==> config.mk <==
export PLATFORM = sky130hd
export DESIGN_NAME = fit_input_arbiter
export DESIGN_NICKNAME = d
export VERILOG_FILES = /design/src/rtl/fit_input_arbiter.sv
export SDC_FILE = /design/constraint.sdc
export NUM_CORES = 1
export LEC_CHECK = 0
export ABC_CLOCK_PERIOD_IN_PS = 19000
export BUFFER_PORTS_ARGS = -buffer_cell sky130_fd_sc_hd__buf_2
export CELL_PAD_IN_SITES_DETAIL_PLACEMENT = 1
export CELL_PAD_IN_SITES_GLOBAL_PLACEMENT = 1
export CORE_UTILIZATION = 40
export CTS_CLUSTER_SIZE = 8
export DETAILED_ROUTE_END_ITERATION = 16
export PLACE_DENSITY_LB_ADDON = 0.1
export SLEW_MARGIN = 15
export SYNTH_ARGS = -nofsm -noshare
export SYNTH_HDL_FRONTEND = slang
export SYNTH_SLANG_ARGS = --single-unit
==> constraint.sdc <==
create_clock -name clk -period 19 [get_ports clk]
set_input_delay 1.9 -clock clk [delete_from_list [all_inputs] [get_ports clk]]
set_output_delay 1.9 -clock clk [all_outputs]
set_load 0.1 [all_outputs]
==> src/rtl/fit_input_arbiter.sv <==
// Round-robin reader of NSRC residual memories feeding the track-fit input stream.
// Drops all-zero words, buffers the rest in a credit-guarded FIFO behind a valid/ready output register.
module fit_input_arbiter #(
  parameter int unsigned NSRC    = 4,
  parameter int unsigned MEM_LAT = 2,
  parameter int unsigned DEPTH   = 8
) (
  input  logic               clk,
  input  logic               reset_n,
  input  logic               start,
  input  logic [NSRC*6-1:0]  number,
  output logic [NSRC*6-1:0]  addr,
  input  logic [NSRC*36-1:0] res_in,
  output logic [35:0]        res_out,
  output logic [2:0]         res_src,
  output logic               res_valid,
  input  logic               res_ready,
  output logic               busy,
  output logic               done
);

  localparam int unsigned AW = (DEPTH > 1) ? $clog2(DEPTH) : 1;
  localparam int unsigned CW = AW + 1;

  localparam logic [1:0] S_IDLE  = 2'd0;
  localparam logic [1:0] S_RUN   = 2'd1;
  localparam logic [1:0] S_DRAIN = 2'd2;

  logic [1:0]         r_state;
  logic [NSRC*6-1:0]  r_rem;
  logic [NSRC*6-1:0]  r_idx;
  logic [NSRC*6-1:0]  r_addr;
  logic [2:0]         r_rr;
  logic [MEM_LAT-1:0] r_pv;
  logic [2:0]         r_ps [MEM_LAT];
  logic [35:0]        r_fd [DEPTH];
  logic [2:0]         r_fs [DEPTH];
  logic [AW-1:0]      r_wp;
  logic [AW-1:0]      r_rp;
  logic [CW-1:0]      r_cnt;
  logic [35:0]        r_out;
  logic [2:0]         r_src;
  logic               r_valid;
  logic               r_done;

  logic [3:0]  w_cand;
  logic        w_grant_any;
  logic [2:0]  w_grant_src;
  logic [2:0]  w_rr_next;
  logic [15:0] w_inflight;
  logic        w_credit_ok;
  logic        w_issue;
  logic [2:0]  w_exit_src;
  logic [35:0] w_exit_data;
  logic        w_wr;
  logic        w_rd;
  logic        w_any_rem;
  logic        w_drained;

  // First source with work, searching cyclically from the RR pointer.
  always_comb begin
    w_cand      = '0;
    w_grant_any = 1'b0;
    w_grant_src = '0;
    for (int unsigned k = 0; k < NSRC; k++) begin
      w_cand = {1'b0, r_rr} + 4'(k);
      if (w_cand >= 4'(NSRC)) w_cand = w_cand - 4'(NSRC);
      if (!w_grant_any && (r_rem[w_cand*6 +: 6] != 6'd0)) begin
        w_grant_any = 1'b1;
        w_grant_src = w_cand[2:0];
      end
    end
  end

  always_comb begin
    w_inflight = '0;
    for (int unsigned k = 0; k < MEM_LAT; k++) begin
      w_inflight = w_inflight + 16'(r_pv[k]);
    end
  end

  assign w_rr_next   = (w_grant_src == 3'(NSRC - 1)) ? 3'd0 : w_grant_src + 3'd1;
  assign w_credit_ok = (16'(r_cnt) + w_inflight) < 16'(DEPTH);
  assign w_issue     = (r_state == S_RUN) && w_grant_any && w_credit_ok && !start;
  assign w_exit_src  = r_ps[MEM_LAT-1];
  assign w_exit_data = res_in[w_exit_src*36 +: 36];
  assign w_wr        = r_pv[MEM_LAT-1] && (w_exit_data != 36'h0);
  assign w_rd        = (r_cnt != '0) && (!r_valid || res_ready);
  assign w_any_rem   = |r_rem;
  assign w_drained   = (w_inflight == '0) && (r_cnt == '0) && (!r_valid || res_ready);

  always_ff @(posedge clk) begin
    if (!reset_n) begin
      r_state <= S_IDLE;
      r_rem   <= '0;
      r_idx   <= '0;
      r_addr  <= '1;
      r_rr    <= '0;
      r_pv    <= '0;
      for (int unsigned k = 0; k < MEM_LAT; k++) r_ps[k] <= '0;
      r_wp    <= '0;
      r_rp    <= '0;
      r_cnt   <= '0;
      r_out   <= '0;
      r_src   <= '0;
      r_valid <= 1'b0;
      r_done  <= 1'b0;
    end else if (start) begin
      // New event aborts the old one: anything still in flight or buffered is discarded.
      r_state <= (|number) ? S_RUN : S_DRAIN;
      r_rem   <= number;
      r_idx   <= '0;
      r_rr    <= '0;
      r_pv    <= '0;
      r_wp    <= '0;
      r_rp    <= '0;
      r_cnt   <= '0;
      r_valid <= 1'b0;
      r_done  <= 1'b0;
    end else begin
      r_done <= 1'b0;
      if (w_issue) begin
        r_addr[w_grant_src*6 +: 6] <= r_idx[w_grant_src*6 +: 6];
        r_idx[w_grant_src*6 +: 6]  <= r_idx[w_grant_src*6 +: 6] + 6'd1;
        r_rem[w_grant_src*6 +: 6]  <= r_rem[w_grant_src*6 +: 6] - 6'd1;
        r_rr                       <= w_rr_next;
      end
      r_pv[0] <= w_issue;
      r_ps[0] <= w_grant_src;
      for (int unsigned k = 1; k < MEM_LAT; k++) begin
        r_pv[k] <= r_pv[k-1];
        r_ps[k] <= r_ps[k-1];
      end
      if (w_wr) r_wp <= r_wp + 1'b1;
      if (w_rd) r_rp <= r_rp + 1'b1;
      r_cnt <= r_cnt + CW'(w_wr) - CW'(w_rd);
      if (w_rd) begin
        r_out   <= r_fd[r_rp];
        r_src   <= r_fs[r_rp];
        r_valid <= 1'b1;
      end else if (r_valid && res_ready) begin
        r_valid <= 1'b0;
      end
      case (r_state)
        S_RUN:   if (!w_any_rem) r_state <= S_DRAIN;
        S_DRAIN: if (w_drained) begin
          r_state <= S_IDLE;
          r_done  <= 1'b1;
        end
        default: ;
      endcase
    end
  end

  always_ff @(posedge clk) begin
    if (w_wr) begin
      r_fd[r_wp] <= w_exit_data;
      r_fs[r_wp] <= w_exit_src;
    end
  end

  assign addr      = r_addr;
  assign res_out   = r_out;
  assign res_src   = r_src;
  assign res_valid = r_valid;
  assign busy      = (r_state != S_IDLE);
  assign done      = r_done;

endmodule
==> results of run 1 <==
## layout make-up
| cell class | count | area (µm²) | share of cell area, % |
|---|---|---|---|
| clock inverter | 7 | 183 | 0.723 |
| clock buffer | 110 | 1850 | 7.31 |
| tap | 688 | 861 | 3.41 |
| timing repair buffer | 269 | 1430 | 5.64 |
| sequential | 448 | 12200 | 48.1 |
| multi-input combinational | 1059 | 8660 | 34.3 |
| inverter | 34 | 130 | 0.515 |
## final timing paths
check,startpoint,to,slack (ps),cells after the start
setup / recovery,r_rr[0],r_rem[3],11790,21
setup reg to reg,r_rr[0],r_rem[3],11790,21
hold / removal,r_pv[0],r_pv[1],470,2
hold reg to reg,r_pv[0],r_pv[1],470,2
## cell usage after synthesis (all sizes together) (7+ instances only)
master / n / area [µm²]
o22ai: 14 / 100
and2: 13 / 81.3
clkbuf: 81 / 304
o21ai: 70 / 365
edfxtp: 318 / 9550
nor2: 173 / 654
a211oi: 55 / 423
nor4: 27 / 190
nor3: 45 / 245
xnor2: 7 / 76.3
mux4: 114 / 2570
dfxtp: 130 / 2600
a221oi: 10 / 87.6
a2111oi: 8 / 70.1
and3: 17 / 106
mux2i: 64 / 648
a21oi: 37 / 189
buf: 26 / 134
nand3: 33 / 165
or3: 19 / 124
nand2: 96 / 365
nand2b: 18 / 113
nand4: 10 / 62.6
a22oi: 11 / 82.6
nor2b: 42 / 263
o211ai: 19 / 156
ha: 24 / 300
o22a: 9 / 78.8
inv: 33 / 126
a31oi: 19 / 119
a32oi: 7 / 61.3
## state kept, by name, indices dropped and copies added (netlist names)
name / flops
res_valid: 1
r_rem: 24
r_fs: 24
r_fd: 288
r_state: 2
res_src: 3
r_wp: 3
r_rr: 3
r_ps: 6
r_cnt: 4
r_pv: 2
r_rp: 3
r_idx: 24
addr: 24
done: 1
res_out: 36
## metrics by stage
| step | utilization (%) | area, µm² | hold WS (ps) |
|---|---|---|---|
| floorplan | - | 21300 | 432 |
| global placement | 44.1 | 23200 | 449 |
| detailed placement | 44.1 | 23200 | 465 |
| CTS | 48.0 | 25300 | 477 |
| global route | 48.0 | 25300 | 503 |
| finish | 48.0 | 25300 | 473 |
## per-layer routing
metal | share of wire [%] | global-route usage, %
met4 | 3.2 | 9.40
met1 | 41 | 33.2
met5 | 0 | 0
met3 | 5.0 | 4.00
met2 | 50 | 44.7
## power by group
part           leakage, nW  switching (mW)  internal, mW
Clock                0.956           0.447         0.683
Sequential            3.96          0.0614          1.12
Combinational         3.77           0.880         0.325
## cells by family after synthesis
group	synth area share, %
fa+ha+maj	1.60
simple gates	11.9
compound gates	11.1
flops	57.0
other cells	0.0352
xor+xnor	0.598
buf+inv	2.66
mux	15.2
## worst max-delay path, stage by stage (launching register included)
cell       delay (ps)
dfxtp_1           300
buf_4             360
inv_2             270
ha_1              480
or3b_2            460
o211ai_1          170
a2bb2oi_1         520
nor3_1             90
o221a_1           290
buf_4             310
ha_1              280
inv_1             120
fa_1              490
nand2_1           130
nor2_1             60
ha_1              500
nor2b_1           320
a21boi_1          780
and2_1            260
o21ai_1           110
a211oi_1          500
o21ai_0           180
==> run metrics, run 1 <==
final hold violation count 0; vias in the first global route 16,300; Syn-to-layout area delta 18.5%; Required @ worst endpoint 19,420 ps; number of flops mapped to enable cells by yosys 318; Setup WS post-layout 11,790 ps; Synth warnings 0; die height 233 µm; Post-Syn Area per Cell 13.0 µm²; clock root cell clkbuf_16; share of layout cells above drive strength 1 26.8%; max_slew headroom 28.9%; CTS tree done; initial core utilization 40.5%; post-synthesis sequential area ratio 57.0%; crit share post-route 37.9%; final setup violation count 0; fill count 5,476; Worst Path Arrival 7620 ps; Distinct cells, synth 99; first-pass GRT wire length 104 mm; Final #Nets 2,076; Slew Viols, Final 0; io pins 238; pin count of the biggest net entering global routing 79; WL/cell 26.6 µm; cts hold-fix bufs 0; Post-Route WL 69.5 mm; critical path fanouts, max 45; Tot Pwr 3.51 mW; CTS H-tree lvls 3; Longest Clk Path Bufs 3; post-cts repair resize count 0; Startpoint Class flop; Cell Pwr Density 139 nW/µm²; RSZ-0062 raised after global routing false; critical path class reg -> reg; row count 84; gr ovfl total 0; ys async rst share 0%; Initial DRT Pass Iterations 7; crit end category flop; Final Skew 48.4 ps; Antenna Nets Post-Route 0; I/O Buffers 237; DR DRC count 0; CTS Sinks 448; diode count 0; vias per inst 5.93; Leak 8.69 nW; Worst-path clk slew 50 ps; Setup Buffers After CTS 0; most common cell after layout, fill and taps aside edfxtp_1; die area 54,200 µm²; ys flop type edfxtp_1; core area 52,700 µm²; dpl cells 2,498; most frequent cells in the layout edfxtp_1 (318), buf_2 (237), nor2_1 (170), dfxtp_1 (127), mux4_2 (114); Die X 233 µm; vias 15,500; worst slew pin tran 1070 ps; Min-Delay Path Class reg -> reg; pre-CTS WS 11,970 ps; Peak VDD IR 102 µV; initial antenna violation count 0; TritonCTS Buffers 66; final std cells w/o fill 2,615; MaxCap Viol Count 0; Total Routing Usage GR 26.0%; Max Clock Freq 139 MHz; routability cong. 0.930; status completed; min cycle time layout 7210 ps; HPWL after DPL 46.5 mm; Post-Syn Area 21,300 µm²; worst-skew pair later-pin latency 600 ps; Yosys reg bits 448; Syn Inst Count 1,646; initial detailed-routing violation count 1,146; TNS Setup 0 ps
(Power assumes the default switching activity.)
==> run 2, diff against run 1 <==
- ABC_CLOCK_PERIOD_IN_PS: 19000 -> 6300
- clock period: 19 -> 6.3 ns (I/O delays scaled with it)
==> run metrics, run 2 (synthesis gave the netlist of run 1 again) <==
status completed; Worst-path clk slew 60 ps; Cell Pwr Density 416 nW/µm²; MaxCap Viol Count 0; pre-CTS WS 590 ps; share of layout cells above drive strength 1 28.0%; TritonCTS Buffers 66; Final Skew 23.3 ps; R2R cell count 18; Global Route met3 Usage 3.64%; worst-path cell chain or4_4, or3_4, o2111ai_1, a211oi_2, buf_4, o221a_1, ha_1, inv_1, fa_1, nand2_1, nor2_1, ha_1, nand2_1, a21oi_1, o21ai_1, nor2_2, o221a_2, o21ai_1; initial antenna violation count 1; endpoint of the worst hold path r_rem[16]; cts hold-fix bufs 0; largest register by flop count r_fd; min-delay src number[16]; Min-Delay Path Class in -> reg; RSZ-0062 raised after global routing false; pin count of the biggest net entering global routing 79; Clk pwr share 31.1%; clock root cell clkbuf_16; crit end category flop; post-cts repair resize count 0; worst slew pin tran 1070 ps; Worst Path Arrival 6220 ps; min cycle time layout 5780 ps; Die X 233 µm; count of buffer and inverter cells on the critical path 2; Startpoint Class flop; GR Util met1 34.0%; die height 233 µm; critical path fanouts, max 10; R2R Path End addr[11]; final hold violation count 0; Psw 4.17 mW; CTS tree done; row count 84; HPWL after DPL 49.5 mm; Sw Share 39.4%; Required @ worst endpoint 6740 ps; crit share post-route 91.7%; Reg power frac 33.6%; Max Clock Freq 173 MHz; Antenna Nets Post-Route 0; vias per inst 5.94; Total Routing Usage GR 26.8%; Post-Route WL 71.7 mm; Setup WS post-layout 520 ps; final setup violation count 0; max reg flops 288; diode count 0; initial core utilization 40.5%; DR DRC count 0; reg-to-reg slack, setup 520 ps; Peak VDD IR 252 µV; core area 52,700 µm²; most frequent cells in the layout edfxtp_1 (318), buf_2 (237), nor2_1 (170), dfxtp_1 (127), mux4_2 (114); CTS H-tree lvls 3; Longest Clk Path Bufs 3; I/O Buffers 237; WL/cell 27.1 µm; CP max stage delay 590 ps; vias in the first global route 16,700; crit path max-delay cell type or4_4; Slew Viols, Final 0; Logic pwr share 35.3%; first-pass GRT wire length 106 mm; Setup Buffers After CTS 0; routability cong. 0.896; gr busiest metal met2; RR Startpoint r_rem[2]; Syn-to-layout area delta 19.3%; most common cell after layout, fill and taps aside edfxtp_1; Leak 8.81 nW; gr ovfl total 0; grt met2 use 46.7%; TNS Setup 0 ps; initial detailed-routing violation count 1,140; vias 15,700; die area 54,200 µm²; cell internal pwr 6.41 mW; Final #Nets 2,108; critical path class reg -> reg; max_slew headroom 28.9%; Hold Path Depth 3; Initial DRT Pass Iterations 5; CTS Sinks 448; worst-skew pair later-pin latency 590 ps; io pins 238; CP top delay family compound AO/OA/AOI/OAI gates
run 2: power groups by stage:
stage          logic [mW]  registers (mW)  clock network (mW)
2_1_floorplan        1.79            4.51                   0
4_1_cts              3.73            3.56                3.37
5_1_grt              3.95            3.59                3.48
6_report             3.73            3.56                3.29
3_3_place_gp         3.69            3.61                   0
3_5_place_dp         3.72            3.62                   0
run 2: final cells by class:
class	count	area, µm²
Fill cell	5474	27200
Sequential cell	448	12200
Multi-Input combinational cell	1059	8690
Clock buffer	109	1840
Timing Repair Buffer	301	1670
Tap cell	688	861
Inverter	34	130
Clock inverter	5	77.6
run 2: worst max path at each step:
stage,from,cells past startpoint,slack (ps),to
after floorplan,r_ps[0][3],10,70,r_fd[5][0]
after global placement,r_rem[2],18,700,addr[11]
after detailed placement,r_rem[2],18,590,addr[11]
after CTS,r_rem[2],18,550,addr[11]
after global routing,r_rr[1],19,30,addr[11]
final,r_rem[2],18,520,addr[11]
run 2: worst register-to-register path, cell delays in order (launching register included):
cell and delay [ps]:
dfxtp_1 340, or4_4 590, or3_4 360, o2111ai_1 510, a211oi_2 140, buf_4 210
o221a_1 270, ha_1 210, inv_1 160, fa_1 520, nand2_1 140, nor2_1 50
ha_1 480, nand2_1 240, a21oi_1 370, o21ai_1 290, nor2_2 410, o221a_2 270
o21ai_1 50
run 2: layer usage:
layer  part of all wire (%)  wire length [µm]
met1                     42             30300
met2                     51             36300
met3                    4.5              3190
met4                    2.7              1900
met5                      0                 0
run 2: through the flow:
stage / util, % / instances / total power, mW / cell area [µm²] / hold slack (ps)
after global routing: 48.3 / 2644 / 11.0 / 25400 / 287
final: 48.3 / 2644 / 10.6 / 25400 / 279
after detailed placement: 44.7 / 2530 / 7.34 / 23500 / 455
after global placement: 44.7 / 2530 / 7.30 / 23500 / 448
after CTS: 48.3 / 2644 / 10.7 / 25400 / 253
after floorplan: - / 1648 / 6.30 / 21400 / 432
